$ cat src/rtl/mem_port_arbiter.sv
// Shares one single-port memory between instruction fetch and the data stage.
// One transaction in flight; data wins unless fetch has waited MAX_DM_BURST data grants.
module mem_port_arbiter #(
    parameter int ADDR_W       = 64,
    parameter int DATA_W       = 64,
    parameter int MAX_DM_BURST = 4
) (
    input  logic              clk_i,
    input  logic              rst_i,
    input  logic              if_req_i,
    input  logic [ADDR_W-1:0] if_addr_i,
    output logic              if_gnt_o,
    output logic              if_rvalid_o,
    output logic [DATA_W-1:0] if_rdata_o,
    output logic              if_stall_o,
    input  logic              dm_req_i,
    input  logic              dm_we_i,
    input  logic [ADDR_W-1:0] dm_addr_i,
    input  logic [DATA_W-1:0] dm_wdata_i,
    output logic              dm_gnt_o,
    output logic              dm_rvalid_o,
    output logic [DATA_W-1:0] dm_rdata_o,
    output logic              dm_stall_o,
    output logic              mem_req_o,
    output logic              mem_we_o,
    output logic [ADDR_W-1:0] mem_addr_o,
    output logic [DATA_W-1:0] mem_wdata_o,
    input  logic              mem_rvalid_i,
    input  logic [DATA_W-1:0] mem_rdata_i,
    output logic              busy_o,
    output logic              err_o
);

    // state   | meaning
    // IDLE    | no transaction outstanding, arbitrating
    // BUSY_IF | fetch read issued, waiting for mem_rvalid_i
    // BUSY_DM | data read/write issued, waiting for mem_rvalid_i
    typedef enum logic [1:0] {IDLE, BUSY_IF, BUSY_DM} state_t;

    localparam int CNT_W = $clog2(MAX_DM_BURST + 1);
    localparam logic [CNT_W-1:0] BURST_MAX = CNT_W'(MAX_DM_BURST);

    state_t           state;
    state_t           state_nxt;
    logic [CNT_W-1:0] burst_cnt;
    logic [CNT_W-1:0] burst_nxt;
    logic             dm_we_q;
    logic             err;
    logic             err_set;
    logic             dm_win;
    logic             if_win;

    assign dm_win = dm_req_i & (~if_req_i | (burst_cnt < BURST_MAX));
    assign if_win = if_req_i & ~dm_win;

    always_comb begin
        state_nxt   = state;
        burst_nxt   = burst_cnt;
        err_set     = 1'b0;
        if_gnt_o    = 1'b0;
        dm_gnt_o    = 1'b0;
        if_rvalid_o = 1'b0;
        dm_rvalid_o = 1'b0;
        if_rdata_o  = '0;
        dm_rdata_o  = '0;
        mem_req_o   = 1'b0;
        mem_we_o    = 1'b0;
        mem_addr_o  = '0;
        mem_wdata_o = '0;
        // Everything is forced quiet while reset is held, even with requests pending.
        if (!rst_i) begin
            case (state)
                IDLE: begin
                    err_set = mem_rvalid_i;
                    if (dm_win) begin
                        dm_gnt_o    = 1'b1;
                        mem_req_o   = 1'b1;
                        mem_we_o    = dm_we_i;
                        mem_addr_o  = dm_addr_i;
                        mem_wdata_o = dm_wdata_i;
                        state_nxt   = BUSY_DM;
                        if (!if_req_i)
                            burst_nxt = '0;
                        else if (burst_cnt != BURST_MAX)
                            burst_nxt = burst_cnt + CNT_W'(1);
                    end else if (if_win) begin
                        if_gnt_o   = 1'b1;
                        mem_req_o  = 1'b1;
                        mem_addr_o = if_addr_i;
                        state_nxt  = BUSY_IF;
                        burst_nxt  = '0;
                    end
                end
                BUSY_IF: begin
                    if (mem_rvalid_i) begin
                        if_rvalid_o = 1'b1;
                        if_rdata_o  = mem_rdata_i;
                        state_nxt   = IDLE;
                    end
                end
                BUSY_DM: begin
                    if (mem_rvalid_i) begin
                        dm_rvalid_o = 1'b1;
                        dm_rdata_o  = dm_we_q ? '0 : mem_rdata_i;
                        state_nxt   = IDLE;
                    end
                end
                default: state_nxt = IDLE;
            endcase
        end
    end

    always_ff @(posedge clk_i or posedge rst_i) begin
        if (rst_i) begin
            state     <= IDLE;
            burst_cnt <= '0;
            dm_we_q   <= 1'b0;
            err       <= 1'b0;
        end else begin
            state     <= state_nxt;
            burst_cnt <= burst_nxt;
            err       <= err | err_set;
            if (dm_gnt_o)
                dm_we_q <= dm_we_i;
        end
    end

    assign if_stall_o = ~rst_i & if_req_i & ~if_rvalid_o;
    assign dm_stall_o = ~rst_i & dm_req_i & ~dm_rvalid_o;
    assign busy_o     = ~rst_i & (state != IDLE);
    assign err_o      = err;

endmodule

$ cat config.mk
export PLATFORM = sky130hd
export DESIGN_NAME = mem_port_arbiter
export DESIGN_NICKNAME = d
export VERILOG_FILES = /design/src/rtl/mem_port_arbiter.sv
export SDC_FILE = /design/constraint.sdc
export NUM_CORES = 1
export LEC_CHECK = 0
export ABC_AREA = 0
export BUFFER_PORTS_ARGS = -buffer_cell sky130_fd_sc_hd__buf_2
export CAP_MARGIN = 20
export CORE_AREA = 5 5 204 206
export CTS_CLUSTER_DIAMETER = 60
export DETAILED_ROUTE_END_ITERATION = 16
export DIE_AREA = 0 0 209 211
export MAX_ROUTING_LAYER = met4
export SKIP_LAST_GASP = 1
export SLEW_MARGIN = 10
export SYNTH_ARGS = -nofsm -noshare
export SYNTH_HDL_FRONTEND = slang
export SYNTH_SLANG_ARGS = --single-unit
$ cat constraint.sdc
create_clock -name clk_i -period 1.9 [get_ports clk_i]
set_clock_uncertainty 0.1 [all_clocks]
set_input_delay 0.095 -clock clk_i [delete_from_list [all_inputs] [get_ports clk_i]]
set_output_delay 0.095 -clock clk_i [all_outputs]
set_load 0.005 [all_outputs]
==> out/metrics.yaml <==
outcome:
  status: "finished with violations"
  violations: "negative setup slack"
drt:
  drt_wl_total_mm: 27.36
  vias_per_cell: 3.593
  antenna_left: 0
  drc: 0
  drtPass1Iterations: 4
  wl_per_cell_um: 19.32
  drtIter0Drc: 199
  vias: 5087
logic_synthesis:
  synth_cell_types: 26
  ys_top_cells_by_count: "131 x and2_1, 66 x a22o_1, 64 x and3_1"
  synthAdderAreaFrac_pct: 2.506
  syn-instance-count: 344
  yosys_warnings: 0
  ys.flop_type: "dfrtp_1"
  synth_edf_count: 0
  avgSynthCellArea_um2: 7.256
  synth_xor_area_share_pct: 0
  synth_top_family_by_area: "simple AND/OR/NAND/NOR gates"
  netlist_area_um2: 2496
  yosysTopAreaCell: "and2_1"
  synth-seq-cells: 7
  netlist.area_leader.share_pct: 32.83
  ys_seq_area_share_pct: 7.018
  yosysMostFrequentCell: "and2_1"
  synth_compound_area_share_pct: 24.46
  synth_mux_area_share_pct: 0.9023
  async_reset_ff_share_pct: 100.0
  synth_nets: 611
  synthSimpleGateAreaFrac_pct: 52.53
  synth_area_leaders: "and2_1 33%, a22o_1 23%, and3_1 16%"
clocking:
  path_clk_slew_ns: 0.04
  cts_buffers: 3
  root_buffer: "clkbuf_16"
  htreeDepth: 1
  clk_latency_ns: 0.23
  clock_sinks: 7
  cts_buffer_depth: 2
  cts_tree: "done"
sta:
  relSlewSlack_pct: 63.83
  hold_viol: 0
  fmax_mhz: 492.8
  worstMarginPinSlew_ns: 0.5425
  setup_viol: 177
  period_needed_ns: 2.029
  fin_ws_ns: -0.1293
  grt_setup_unrepaired: "yes"
  report.final.slew_viol_count: 0
  fin_crit_sh_pct: 106.8
run:
  maxCapViolCount: 0
cells_and_area:
  seqCellArea_um2: 175.2
  drive_above_1_share_pct: 70.91
  multiInputGateArea_um2: 2151
  fillers: 4450
  post-route-util_pct: 17.48
  stdcell_area_um2: 6895
  syn_to_final_growth_pct: 176.2
  nets: 1155
grt:
  grtUsageTotal_pct: 9.959
  grt_pass1_vias: 5068
  grt_pass1_wl_mm: 32.65
  grt_overflow_total: 0
  grt_max_degree: 66
  antenna_found_initial: 7
worst_setup_path:
  critPathBufInv: 5
  crit_path_start: "state[1]"
  timing.rr.start: "state[1]"
  slowest_delay_ns: 0.35
  crit_type: "flop to primary output"
  cp_top_family: "buffers and inverters"
  cp_max_fo: 9
  reg2regPathDepth: 8
  cp-start-kind: "flop"
  crit_chain: "inv_2, ha_4, nor2b_4, nand3_4, buf_12, clkinv_16, buf_16, a22o_1, buf_2"
  crit_arrival_ns: 1.83
  cp.required_ns: 1.70
  cp-end-kind: "primary output"
  r2r_end: "dm_we_q"
  rrSetupSlack_ns: 0.06
  crit_slowest_cell: "dfrtp_1"
min_path:
  hold_depth: 3
  min-delay-start: "mem_rvalid_i"
  min_to: "state[0]"
  hold_class: "primary input to flop"
placed_design:
  place_ws_ns: 0.0009760
  dpl_cell_area_um2: 5722
  io_buffers: 527
  hpwl_mm: 20.14
  gp_congestion: 1.024
floorplanning:
  dieWidth_um: 209
  pin_count: 528
  die-area_um2: 44100
  coreArea_um2: 39460
  start_util_pct: 6.326
  die_h_um: 211
  rows: 73
power:
  power_density_nw_per_um2: 577.8
  power.leakage_uw: 0.004229
  ir_drop_uv: 311.2
sequential cells by signal, indices dropped and copies added, names as in the netlist:
name       count
burst_cnt      3
state          2
dm_we_q        1
err_o          1
per-stage QoR:
step	setup TNS [ns]	hold slack [ns]	power [uW]	cells
floorplan	0	-0.2016	1360	344
global placement	0	0.02618	2557	1370
detailed placement	0	0.04671	2601	1370
CTS	-23.02	0.1357	3503	1395
global route	-23.72	0.1865	4266	1415
finish	-10.34	0.1303	3984	1416
layout make-up:
cell class / instances / area share [%]
well taps: 525 / 9.526
flip-flops and latches: 7 / 2.540
repair buffers: 580 / 54.33
multi-input cells: 287 / 31.19
repair inverters: 1 / 0.4355
clock buffers: 4 / 1.143
inverters: 8 / 0.6895
diodes: 4 / 0.1452
worst max path at each step:
stage	endpoint	cells past startpoint
after CTS	mem_addr_o[0]	10
after floorplan	dm_we_q	7
final	mem_addr_o[54]	9
after global placement	mem_addr_o[32]	9
after global routing	mem_wdata_o[4]	9
after detailed placement	mem_wdata_o[4]	8
cell families after synthesis:
| family | after synthesis |
|---|---|
| simple gates | 209 |
| compound gates | 71 |
| buf+inv | 50 |
| flops | 7 |
| fa+ha+maj | 5 |
| mux | 2 |
metal layers:
metal / track usage (%) / part of all wire [%] / up-vias
met5: - / 0 / -
met4: 1.553 / 1.6 / 0
met3: 2.302 / 10 / 29
met2: 17.97 / 50 / 401
met1: 11.52 / 38 / 2356
li1: - / - / 2301
report_power, final:
part / internal (uW) / switching (uW)
combinational: 1840 / 1540
clock: 280 / 84.0
sequential: 202 / 38.5
total: 2320 / 1660
worst reg2reg max path: cells and delay by family, from the launching register on:
kind                     cells  cell delay, ns
flip-flops                   1            0.38
adder cells (fa/ha/maj)      1            0.14
AND/OR/NAND/NOR              2            0.33
buffers and inverters        4            0.44
multiplexers                 1            0.32
layout by cell type, fill, tap and decap left out, types with 2 or more instances in the layout:
cell type / n
and2_4: 32
inv_2: 2
nor2_1: 3
nor2b_4: 2
diode_2: 4
o22ai_1: 2
and2_1: 99
buf_8: 4
buf_4: 13
a22o_1: 66
ha_4: 3
inv_1: 4
buf_16: 7
mux2_2: 2
ha_1: 2
and3_1: 64
buf_12: 12
nor3b_1: 2
buf_2: 501
buf_6: 30
dfrtp_1: 7
clkbuf_16: 15
what timing repair did:
action	CTS	global route
gates resized for setup	38	72
endpoints found under the setup margin	132	197
gates cloned	8	18
hold buffers	1	0
hold endpoints to repair	7	0
buffers inserted	12	4
pin swaps	5	30
No activity file was read; power rests on OpenSTA's default activity.
